**src/rtl/nacifra_cipher_encoder.sv**
```systemverilog
// nacifra_cipher_encoder
// Caesar-cipher encoder for the Nacifra display path. A BCD digit is loaded
// into a 5-bit Johnson code register. The register is then stepped forward
// (encrypt) or backward (decrypt) one position per clock, key times. The
// binary result counter wraps 9<->0 in lockstep with the code.
module nacifra_cipher_encoder (
    input  logic       clk,
    input  logic       rst,
    input  logic       start,
    input  logic [3:0] digit,
    input  logic [3:0] key,
    input  logic       decrypt,
    output logic       s5,
    output logic       s4,
    output logic       s3,
    output logic       s2,
    output logic       s1,
    output logic [3:0] result,
    output logic       busy,
    output logic       done,
    output logic       err
);

    typedef enum logic [1:0] {
        ST_IDLE  = 2'd0,
        ST_SHIFT = 2'd1,
        ST_DONE  = 2'd2
    } state_t;

    // Pattern shown for rejected operands. It is not a Johnson code, so the
    // downstream converter displays its invalid glyph.
    localparam logic [4:0] INVALID_CODE = 5'b01010;

    state_t     state_r, state_next_s;
    logic [4:0] code_r, code_next_s;
    logic [3:0] result_r, result_next_s;
    logic [3:0] cnt_r, cnt_next_s;
    logic       dir_r, dir_next_s;
    logic       busy_r, busy_next_s;
    logic       done_r, done_next_s;
    logic       err_r, err_next_s;
    logic       operands_ok_s;
    logic       accept_s;
    logic       reject_s;

    // Johnson code for a BCD digit. Out-of-range digits map to the invalid pattern.
    function automatic logic [4:0] nacifra_code(input logic [3:0] d);
        logic [4:0] c;
        case (d)
            4'd0:    c = 5'b10000;
            4'd1:    c = 5'b11000;
            4'd2:    c = 5'b11100;
            4'd3:    c = 5'b11110;
            4'd4:    c = 5'b11111;
            4'd5:    c = 5'b01111;
            4'd6:    c = 5'b00111;
            4'd7:    c = 5'b00011;
            4'd8:    c = 5'b00001;
            4'd9:    c = 5'b00000;
            default: c = INVALID_CODE;
        endcase
        return c;
    endfunction

    // One position forward on the twisted ring. Bit 4 is s5 and bit 0 is s1.
    function automatic logic [4:0] step_fwd(input logic [4:0] c);
        return {~c[0], c[4:1]};
    endfunction

    // One position backward on the twisted ring.
    function automatic logic [4:0] step_bwd(input logic [4:0] c);
        return {c[3:0], ~c[4]};
    endfunction

    // Modulo-10 increment of the binary result.
    function automatic logic [3:0] inc_mod10(input logic [3:0] r);
        return (r == 4'd9) ? 4'd0 : r + 4'd1;
    endfunction

    // Modulo-10 decrement of the binary result.
    function automatic logic [3:0] dec_mod10(input logic [3:0] r);
        return (r == 4'd0) ? 4'd9 : r - 4'd1;
    endfunction

    assign operands_ok_s = (digit <= 4'd9) && (key <= 4'd9);
    assign accept_s      = (state_r == ST_IDLE) && start && operands_ok_s;
    assign reject_s      = (state_r == ST_IDLE) && start && !operands_ok_s;

    // Next-state logic: IDLE -> SHIFT on accept, SHIFT -> DONE when the count is exhausted, DONE -> IDLE.
    always_comb begin
        state_next_s = state_r;
        case (state_r)
            ST_IDLE: begin
                if (accept_s) begin
                    state_next_s = ST_SHIFT;
                end else begin
                    state_next_s = ST_IDLE;
                end
            end
            ST_SHIFT: begin
                if (cnt_r == 4'd0) begin
                    state_next_s = ST_DONE;
                end else begin
                    state_next_s = ST_SHIFT;
                end
            end
            ST_DONE: state_next_s = ST_IDLE;
            default: state_next_s = ST_IDLE;
        endcase
    end

    // Datapath and output next values: load, step or hold the code, result, count and direction.
    always_comb begin
        code_next_s   = code_r;
        result_next_s = result_r;
        cnt_next_s    = cnt_r;
        dir_next_s    = dir_r;
        case (state_r)
            ST_IDLE: begin
                if (accept_s) begin
                    code_next_s   = nacifra_code(digit);
                    result_next_s = digit;
                    cnt_next_s    = key;
                    dir_next_s    = decrypt;
                end else if (reject_s) begin
                    code_next_s   = INVALID_CODE;
                    result_next_s = 4'hF;
                end else begin
                    code_next_s   = code_r;
                    result_next_s = result_r;
                end
            end
            ST_SHIFT: begin
                if (cnt_r != 4'd0) begin
                    if (dir_r) begin
                        code_next_s   = step_bwd(code_r);
                        result_next_s = dec_mod10(result_r);
                    end else begin
                        code_next_s   = step_fwd(code_r);
                        result_next_s = inc_mod10(result_r);
                    end
                    cnt_next_s = cnt_r - 4'd1;
                end else begin
                    cnt_next_s = 4'd0;
                end
            end
            ST_DONE: begin
                cnt_next_s = 4'd0;
            end
            default: begin
                cnt_next_s = 4'd0;
            end
        endcase
        busy_next_s = (state_next_s == ST_SHIFT);
        done_next_s = (state_next_s == ST_DONE);
        err_next_s  = reject_s;
    end

    // State and output registers. The synchronous reset overrides any coincident start.
    always_ff @(posedge clk) begin
        if (rst) begin
            state_r  <= ST_IDLE;
            code_r   <= 5'b10000;
            result_r <= 4'd0;
            cnt_r    <= 4'd0;
            dir_r    <= 1'b0;
            busy_r   <= 1'b0;
            done_r   <= 1'b0;
            err_r    <= 1'b0;
        end else begin
            state_r  <= state_next_s;
            code_r   <= code_next_s;
            result_r <= result_next_s;
            cnt_r    <= cnt_next_s;
            dir_r    <= dir_next_s;
            busy_r   <= busy_next_s;
            done_r   <= done_next_s;
            err_r    <= err_next_s;
        end
    end

    assign {s5, s4, s3, s2, s1} = code_r;
    assign result = result_r;
    assign busy   = busy_r;
    assign done   = done_r;
    assign err    = err_r;

endmodule

```
**config.mk**
```make
export PLATFORM = sky130hd
export DESIGN_NAME = nacifra_cipher_encoder
export DESIGN_NICKNAME = d
export VERILOG_FILES = /design/src/rtl/nacifra_cipher_encoder.sv
export SDC_FILE = /design/constraint.sdc
export NUM_CORES = 1
export LEC_CHECK = 0
export ABC_AREA = 1
export CAP_MARGIN = 0
export CORE_UTILIZATION = 50
export CTS_BUF_LIST = sky130_fd_sc_hd__clkbuf_8
export DETAILED_ROUTE_END_ITERATION = 6
export PLACE_DENSITY = 0.78
export SKIP_CTS_REPAIR_TIMING = 1
export SLEW_MARGIN = 20
export SYNTH_ARGS = -nofsm -noshare
export SYNTH_HDL_FRONTEND = slang
export SYNTH_SLANG_ARGS = --single-unit
```
**constraint.sdc**
```tcl
create_clock -name clk -period 2.6 [get_ports clk]
set_input_delay 0.52 -clock clk [delete_from_list [all_inputs] [get_ports clk]]
set_output_delay 0.52 -clock clk [all_outputs]
set_load 0.1 [all_outputs]
```
==> results of run 1 <==
layer usage:
metal / part of all wire [%] / track usage, %
met1: 51 / 32.0
met3: 4.7 / 3.70
met2: 43 / 33.6
met5: 0 / 0
met4: 1.2 / 8.57
state kept, by name (all words and copies together) (netlist names):
name / count
busy: 1
cnt_r: 4
code_r: 5
dir_r: 1
done: 1
err: 1
result: 4
state_r: 2
worst reg2reg max path: cells and delay by family (launching register included):
kind	cells	cell delay, ns
AND/OR/NAND/NOR	5	0.62
flip-flops	1	0.35
adder cells (fa/ha/maj)	1	0.19
AO/OA/AOI/OAI	1	0.12
buffers and inverters	1	0.08
logic make-up (layout without fill, tap and decap cells):
family	Yosys count	in the layout	synth area share, %
flip-flops	19	19	33.0
XOR/XNOR	1	1	0.760
adder cells (fa/ha/maj)	2	2	2.17
buffers and inverters	23	46	9.23
AO/OA/AOI/OAI	46	46	20.5
AND/OR/NAND/NOR	86	86	34.3
metrics by stage:
stage | power (uW) | hold WS, ns | instances | area (sq um)
detailed placement | 699 | 0.479 | 224 | 1350
CTS | 899 | 0.491 | 228 | 1400
global placement | 693 | 0.474 | 224 | 1350
finish | 900 | 0.488 | 228 | 1400
floorplan | 626 | 0.461 | 177 | 1150
global route | 951 | 0.521 | 228 | 1400
report_power, final:
part	leakage, uW	internal (uW)	switching (uW)	total (uW)
Sequential	0.000157	318	29.7	348
Clock	0.0000255	106	100	206
Combinational	0.000458	93.6	252	346
Total	0.000641	518	382	900
final timing paths:
path / start / endpoint / slack (ns) / depth (start not counted)
worst max-delay path: digit[1] / code_r[1] / 0.84 / 7
worst min-delay path: cnt_r[1] / cnt_r[1] / 0.49 / 2
worst max register to register: cnt_r[0] / code_r[2] / 1.14 / 8
worst min register to register: cnt_r[1] / cnt_r[1] / 0.49 / 2
cells in the mapped netlist:
cell type  instances  area [sq um]
nand2_1           44           165
o21ai_0           25           125
dfxtp_1           19           380
inv_1             18          67.6
a21oi_1           17          85.1
nand3_1           17          85.1
nor2_1            16          60.1
nand2_4            3          33.8
nor2_4             3          33.8
ha_1               2          25.0
nor3_1             2          10.0
a31oi_1            1          6.26
buf_1              1          3.75
buf_2              1          5.00
buf_6              1          11.3
buf_8              1          15.0
inv_2              1          3.75
nor3b_1            1          7.51
o21ai_1            1          5.00
o21ai_2            1          8.76
o22ai_1            1          6.26
xnor2_1            1          8.76
final cells by class:
type / count / share of cell area (%)
well taps: 28 / 2.50
clock buffers: 3 / 2.95
flip-flops and latches: 19 / 27.2
repair buffers: 23 / 14.3
clock inverters: 1 / 0.358
multi-input cells: 135 / 47.6
inverters: 19 / 5.10
==> results.yml, run 1 <==
routing:
  drtIter0Drc: 33
  drt_pass1_iterations: 4
  routed_wl_um: 2550
  vias: 1204
  avgRoutedWirePerCell_um: 11.2
  via_per_inst: 5.28
  drcViolationCount: 0
  final_antenna_net_count: 0
synthesis:
  ys_warn_count: 0
  synth.distinct_cells: 22
  avgSynthCellArea_sq_um: 6.51
  ys_seq_elements: 19
  synth-seq-area-share_pct: 33.0
  syn_inst: 177
  synth_area_sq_um: 1150
  syn-num-nets: 191
clock_network:
  cts_tree: "built"
  cts.sink_count: 19
  cts_buffer_depth: 2
  htree_levels: 1
  clk_latency_ns: 0.25
  cts_buffers: 3
  clkTransAtPathRegs_ns: 0.08
  cts_root_buffer: "clkbuf_8"
run_status:
  outcome: "complete, no violations"
floorplanning:
  die_area_sq_um: 2500
  die_y_um: 50.0
  io_pins: 24
  start_util_pct: 52.6
  die_width_um: 50.0
  core_area_sq_um: 2190
  core.rowCount: 17
placement:
  post-place-ws_ns: 0.568
  hpwl_um: 1920
  port_buffers: 23
  gp_congestion: 0.871
global_routing:
  grt_max_degree: 17
  antenna_found_initial: 0
  grt-ovfl-total: 0
  grt_pass1_wl_um: 4320
  first_global_vias: 1014
  grt_usage_pct: 22.5
layout:
  drive_above_1_share_pct: 12.0
  area_delta_synth_final_pct: 21.4
  final_cell_mix: "nand2_1, o21ai_0, dfxtp_1, inv_1"
  final_util_pct: 63.8
  final_common_cell: "nand2_1"
  seqCellArea_sq_um: 380
  nets: 215
  multi_input_area_sq_um: 666
  n_fill_cell: 203
  n_antenna_cell: 0
sta:
  hold_violations: 0
  setup_slack_ns: 0.841
  skew_ns: 0.00378
  rsz0062_at_grt: "false"
  setup_violations: 0
  period_share_pct: 67.7
  fin_crit_ns: 1.76
  finalSetupTns_ns: 0
  max_slew_margin_pct: 75.8
  fmax_mhz: 568
  drv_slew: 0
  worst_pin_slew_ns: 0.361
setup_path:
  critPathMaxStageDelay_ns: 0.53
  path_max_fanout: 14
  cp.required_ns: 2.74
  crit_chain: "clkdlybuf4s50_1 > o21ai_0 > nand2_1 > nor2_4 > inv_2 > o21ai_0 > a21oi_1"
  cpMostUsedCell: "o21ai_0"
  cp_slowest_cell: "clkdlybuf4s50_1"
  path_delay_family: "buffers and inverters"
  crit_buf_inv: 2
  crit_path_end_kind: "register"
  critPathArrivalTime_ns: 1.90
  crit_type: "in -> reg"
  cp-start-kind: "primary input"
power_and_ir_drop:
  max-vdd-ir-drop_uv: 366
  total_leakage_power_uw: 0.000641
  p_per_area_nw_per_um2: 643
job:
  drv_cap: 0
min_path:
  min_path_type: "reg -> reg"
No activity file was read; power rests on OpenSTA's default activity.
==> run 2: changes to the inputs <==
==> constraint.sdc (replaced) <==
create_clock -name clk -period 1.7 [get_ports clk]
set_input_delay 0.34 -clock clk [delete_from_list [all_inputs] [get_ports clk]]
set_output_delay 0.34 -clock clk [all_outputs]
set_load 0.1 [all_outputs]
==> run 2 against run 1 <==
Effect of this change: hold slack better by 0.0030 ns; clock power is 55% higher; clock skew is 0.00075 ns lower; count of clock-buffer cells in the layout stayed put; combinational power is 81% higher; largest cell class unchanged; first-iteration DRC count is 79% higher.
==> results.yml, run 2 (synthesis gave the netlist of run 1 again) <==
run_status:
  outcome: "complete, no violations"
setup_path:
  crit_chain: "clkdlybuf4s50_1 > o21ai_0 > nand2_1 > nor2_4 > inv_2 > o21ai_0 > nand2_1 > nand3_1"
  cp_slowest_cell: "clkdlybuf4s50_1"
  cp.required_ns: 1.90
  r2r_start: "cnt_r[0]"
  crit_path_end_kind: "register"
  crit_buf_inv: 2
  critPathMaxStageDelay_ns: 0.41
  cp-start-kind: "primary input"
  critPathArrivalTime_ns: 1.73
  cp-startpoint: "key[1]"
  path_delay_family: "buffers and inverters"
  path_max_fanout: 14
  crit_type: "in -> reg"
layout:
  nets: 222
  area_delta_synth_final_pct: 39.4
  largest_reg_flops: 5
  seqCellArea_sq_um: 385
  largest-register: "code_r"
  final_cell_mix: "nand2_1, o21ai_0, inv_1, nand3_1, a21oi_1"
  stdcell_count: 235
  drive_above_1_share_pct: 16.9
  final_util_pct: 73.3
  n_antenna_cell: 0
  final_common_cell: "nand2_1"
  multi_input_area_sq_um: 666
  n_fill_cell: 179
sta:
  hold_violations: 0
  max_slew_margin_pct: 80.7
  fin_crit_ns: 1.53
  setup_violations: 0
  period_share_pct: 90.2
  finalSetupTns_ns: 0
  skew_ns: 0.00302
  rsz0062_at_grt: "false"
  worst_pin_slew_ns: 0.289
  fmax_mhz: 652
  drv_slew: 0
power_and_ir_drop:
  power_frac_clock_pct: 21.4
  p_int_uw: 878
  pwr-share-comb_pct: 41.9
  max-vdd-ir-drop_uv: 573
  total_leakage_power_uw: 0.000719
  seqPwrFrac_pct: 36.7
  switching_share_pct: 41.2
  p_per_area_nw_per_um2: 929
  p_switching_uw: 614
  power.total_uw: 1490
global_routing:
  antenna_found_initial: 0
  grt-ovfl-total: 0
  grt_usage_pct: 26.3
  first_global_vias: 1230
  grt_max_degree: 17
  grt_pass1_wl_um: 5090
routing:
  drtIter0Drc: 59
  final_antenna_net_count: 0
  routed_wl_um: 2880
  vias: 1303
  via_per_inst: 5.54
  avgRoutedWirePerCell_um: 12.2
  drcViolationCount: 0
  drt_pass1_iterations: 4
job:
  drv_cap: 0
min_path:
  hp-start: "cnt_r[1]"
  min_path_type: "reg -> reg"
floorplanning:
  die_area_sq_um: 2500
  core_area_sq_um: 2190
  io_pins: 24
  die_y_um: 50.0
  core.rowCount: 17
  start_util_pct: 52.6
  die_width_um: 50.0
clock_network:
  cts_tree: "built"
  clk_latency_ns: 0.26
  cts_buffers: 3
  clkTransAtPathRegs_ns: 0.07
  cts_root_buffer: "clkbuf_8"
  cts.sink_count: 19
  cts_buffer_depth: 2
  htree_levels: 1
placement:
  hpwl_um: 2180
  port_buffers: 23
  place_inst: 231
  gp_congestion: 0.931
## run 2: cell count changes in the layout (fill, tap and decap cells not counted)
cell     delta
buf_12     +12
buf_4       -5
dfxtp_1     -4
dfxtp_2     +4
## run 2: stage by stage
stage | instance area [sq um] | hold WS (ns) | setup WS, ns
global route | 1610 | 0.528 | 0.0595
floorplan | 1160 | 0.461 | 0.171
global placement | 1560 | 0.475 | -0.0509
CTS | 1610 | 0.495 | 0.165
finish | 1610 | 0.491 | 0.166
detailed placement | 1560 | 0.483 | -0.0916
## run 2: worst min-delay path, cell delays in order, from the launching register on
cell and delay, ns:
dfxtp_1 0.31, nand3_1 0.07, a21oi_1 0.06
## run 2: power groups by stage
stage	clock network (uW)	registers [uW]	logic, uW
3_5_place_dp	0	557	620
2_1_floorplan	0	735	225
6_report	320	548	625
5_1_grt	338	554	673
3_3_place_gp	0	554	609
4_1_cts	319	546	625
## run 2: worst paths after layout
kind,to,slack [ns],cells after the start
max,code_r[4],0.17,8
min,cnt_r[1],0.49,2
max reg2reg,code_r[1],0.22,8
min reg2reg,cnt_r[1],0.49,2
## run 2: area by class of cell
cell class	instances	share of cell area (%)
multi-input combinational	135	41.4
timing repair buffer	30	25.1
sequential	19	24.0
inverter	19	4.44
clock buffer	3	2.57
tap	28	2.18
clock inverter	1	0.312
## run 2: metal layers
metal  up-vias  GRT usage, %  share of wire [%]
met4         0          13.8                1.6
met3         9          3.40                6.6
met2        62          44.2                 49
met1       592          32.3                 42
li1        640             -                  -
met5         -             0                  0
==> run 3: changes to the inputs <==
==> constraint.sdc (replaced) <==
create_clock -name clk -period 1.5 [get_ports clk]
set_input_delay 0.3 -clock clk [delete_from_list [all_inputs] [get_ports clk]]
set_output_delay 0.3 -clock clk [all_outputs]
set_load 0.1 [all_outputs]
==> run 3 against run 2 <==
Effect of this change: first-iteration DRC count down 63%; via count down 2.8%; clock power up 14%; sequential share of layout area down 0.17 points; wire length down 0.83%; die area unchanged; cell count up 0.43%; count of clock-buffer cells in the layout unchanged; total power up 14%; core utilization up 1.3 points; combinational power up 15%; setup slack worse by 0.039 ns; critical endpoint is now code_r[1].
==> results.yml, run 3 (synthesis gave the netlist of run 1 again) <==
sta:
  rsz0062_at_grt: "false"
  skew_ns: 0.00159
  hold_violations: 0
  worst_pin_slew_ns: 0.269
  period_share_pct: 91.5
  max_slew_margin_pct: 82.0
  setup_slack_ns: 0.127
  fmax_mhz: 729
  setup_violations: 0
  fin_crit_ns: 1.37
  drv_slew: 0
routing:
  drt_pass1_iterations: 4
  drtIter0Drc: 22
  routed_wl_um: 2850
  avgRoutedWirePerCell_um: 12.1
  drcViolationCount: 0
  final_antenna_net_count: 0
  vias: 1266
  via_per_inst: 5.36
clock_network:
  cts_root_buffer: "clkbuf_8"
  cts_tree: "built"
  cts_buffer_depth: 2
  clkTransAtPathRegs_ns: 0.07
  cts_buffers: 3
  htree_levels: 1
  cts.sink_count: 19
  clk_latency_ns: 0.26
setup_path:
  cp-start-kind: "primary input"
  crit_path_end_kind: "register"
  critPathMaxStageDelay_ns: 0.41
  cp-startpoint: "digit[2]"
  critPathArrivalTime_ns: 1.52
  r2r_slack_ns: 0.15
  path_delay_family: "buffers and inverters"
  crit_cells: 7
  crit_buf_inv: 2
  ff2ff_path_depth: 8
  cp_slowest_cell: "clkdlybuf4s50_1"
  r2r_start: "cnt_r[0]"
  cp.required_ns: 1.65
  crit_type: "in -> reg"
  path_max_fanout: 14
  r2r_end: "code_r[1]"
  crit_chain: "clkdlybuf4s50_1 > o21ai_1 > nand2_1 > nor2_4 > inv_2 > o21ai_0 > a21oi_1"
  crit_path_end: "code_r[1]"
layout:
  final_common_cell: "nand2_1"
  drive_above_1_share_pct: 19.7
  seqCellArea_sq_um: 389
  n_antenna_cell: 0
  final_cell_mix: "nand2_1, o21ai_0, inv_1, a21oi_1"
  largest_reg_flops: 5
  n_fill_cell: 169
  final_util_pct: 74.6
  nets: 223
  largest-register: "code_r"
  area_delta_synth_final_pct: 41.8
  multi_input_area_sq_um: 682
  design_area_sq_um: 1630
floorplanning:
  die_width_um: 50.0
  io_pins: 24
  core_area_sq_um: 2190
  die_y_um: 50.0
  start_util_pct: 52.6
  core.rowCount: 17
  die_area_sq_um: 2500
placement:
  place_area_sq_um: 1570
  hpwl_um: 2120
  post-place-ws_ns: -0.244
  gp_congestion: 0.887
  port_buffers: 23
min_path:
  min_path_type: "reg -> reg"
  hold_path_depth: 2
global_routing:
  antenna_found_initial: 0
  grt_max_degree: 17
  grt_usage_pct: 24.9
  grt-ovfl-total: 0
  first_global_vias: 1156
  grt_pass1_wl_um: 4800
power_and_ir_drop:
  max-vdd-ir-drop_uv: 879
  total_leakage_power_uw: 0.000732
  p_per_area_nw_per_um2: 1040
run_status:
  outcome: "complete, no violations"
job:
  drv_cap: 0
## run 3: cell types whose count changed in the layout (fill, tap and decap cells not counted), moves of 2 or more
cell     change
o21ai_1      +2
o21ai_0      -2
dfxtp_1      -3
dfxtp_2      +3
## run 3: worst min-delay path by stage
stage | from | to
5_1_grt | cnt_r[1] | cnt_r[1]
3_3_place_gp | cnt_r[3] | cnt_r[3]
6_report | cnt_r[1] | cnt_r[1]
3_5_place_dp | cnt_r[1] | cnt_r[1]
4_1_cts | cnt_r[1] | cnt_r[1]
2_1_floorplan | cnt_r[1] | cnt_r[1]
## run 3: layout make-up
cell class | count | area share [%]
tap | 28 | 2.14
timing repair buffer | 31 | 25.1
multi-input combinational | 135 | 41.7
clock inverter | 1 | 0.306
sequential | 19 | 23.8
clock buffer | 3 | 2.53
inverter | 19 | 4.36
## run 3: per-stage QoR
| step | total power (uW) | instances | hold WS, ns | setup TNS, ns |
|---|---|---|---|---|
| floorplan | 1090 | 177 | 0.461 | 0 |
| global placement | 1320 | 232 | 0.475 | -2.25 |
| detailed placement | 1340 | 232 | 0.481 | -2.74 |
| CTS | 1700 | 236 | 0.492 | 0 |
| global route | 1790 | 236 | 0.534 | 0 |
| finish | 1710 | 236 | 0.493 | 0 |
## run 3: routing by layer
metal,up-vias,share of wire [%],GRT usage [%]
met2,44,49,40.0
met3,4,4.2,1.85
met1,573,46,33.5
met4,0,1.0,11.4
li1,645,-,-
met5,-,0,0
## run 3: tightest hold or removal path, stage by stage (launching register included)
cell,delay (ns)
dfxtp_1,0.32
nand3_1,0.07
a21oi_1,0.06
## run 3: where the power goes
part | switching [uW] | total [uW] | internal [uW] | leakage [uW]
logic | 456 | 720 | 264 | 0.000548
clock network | 179 | 364 | 185 | 0.0000255
registers | 67.0 | 623 | 556 | 0.000159
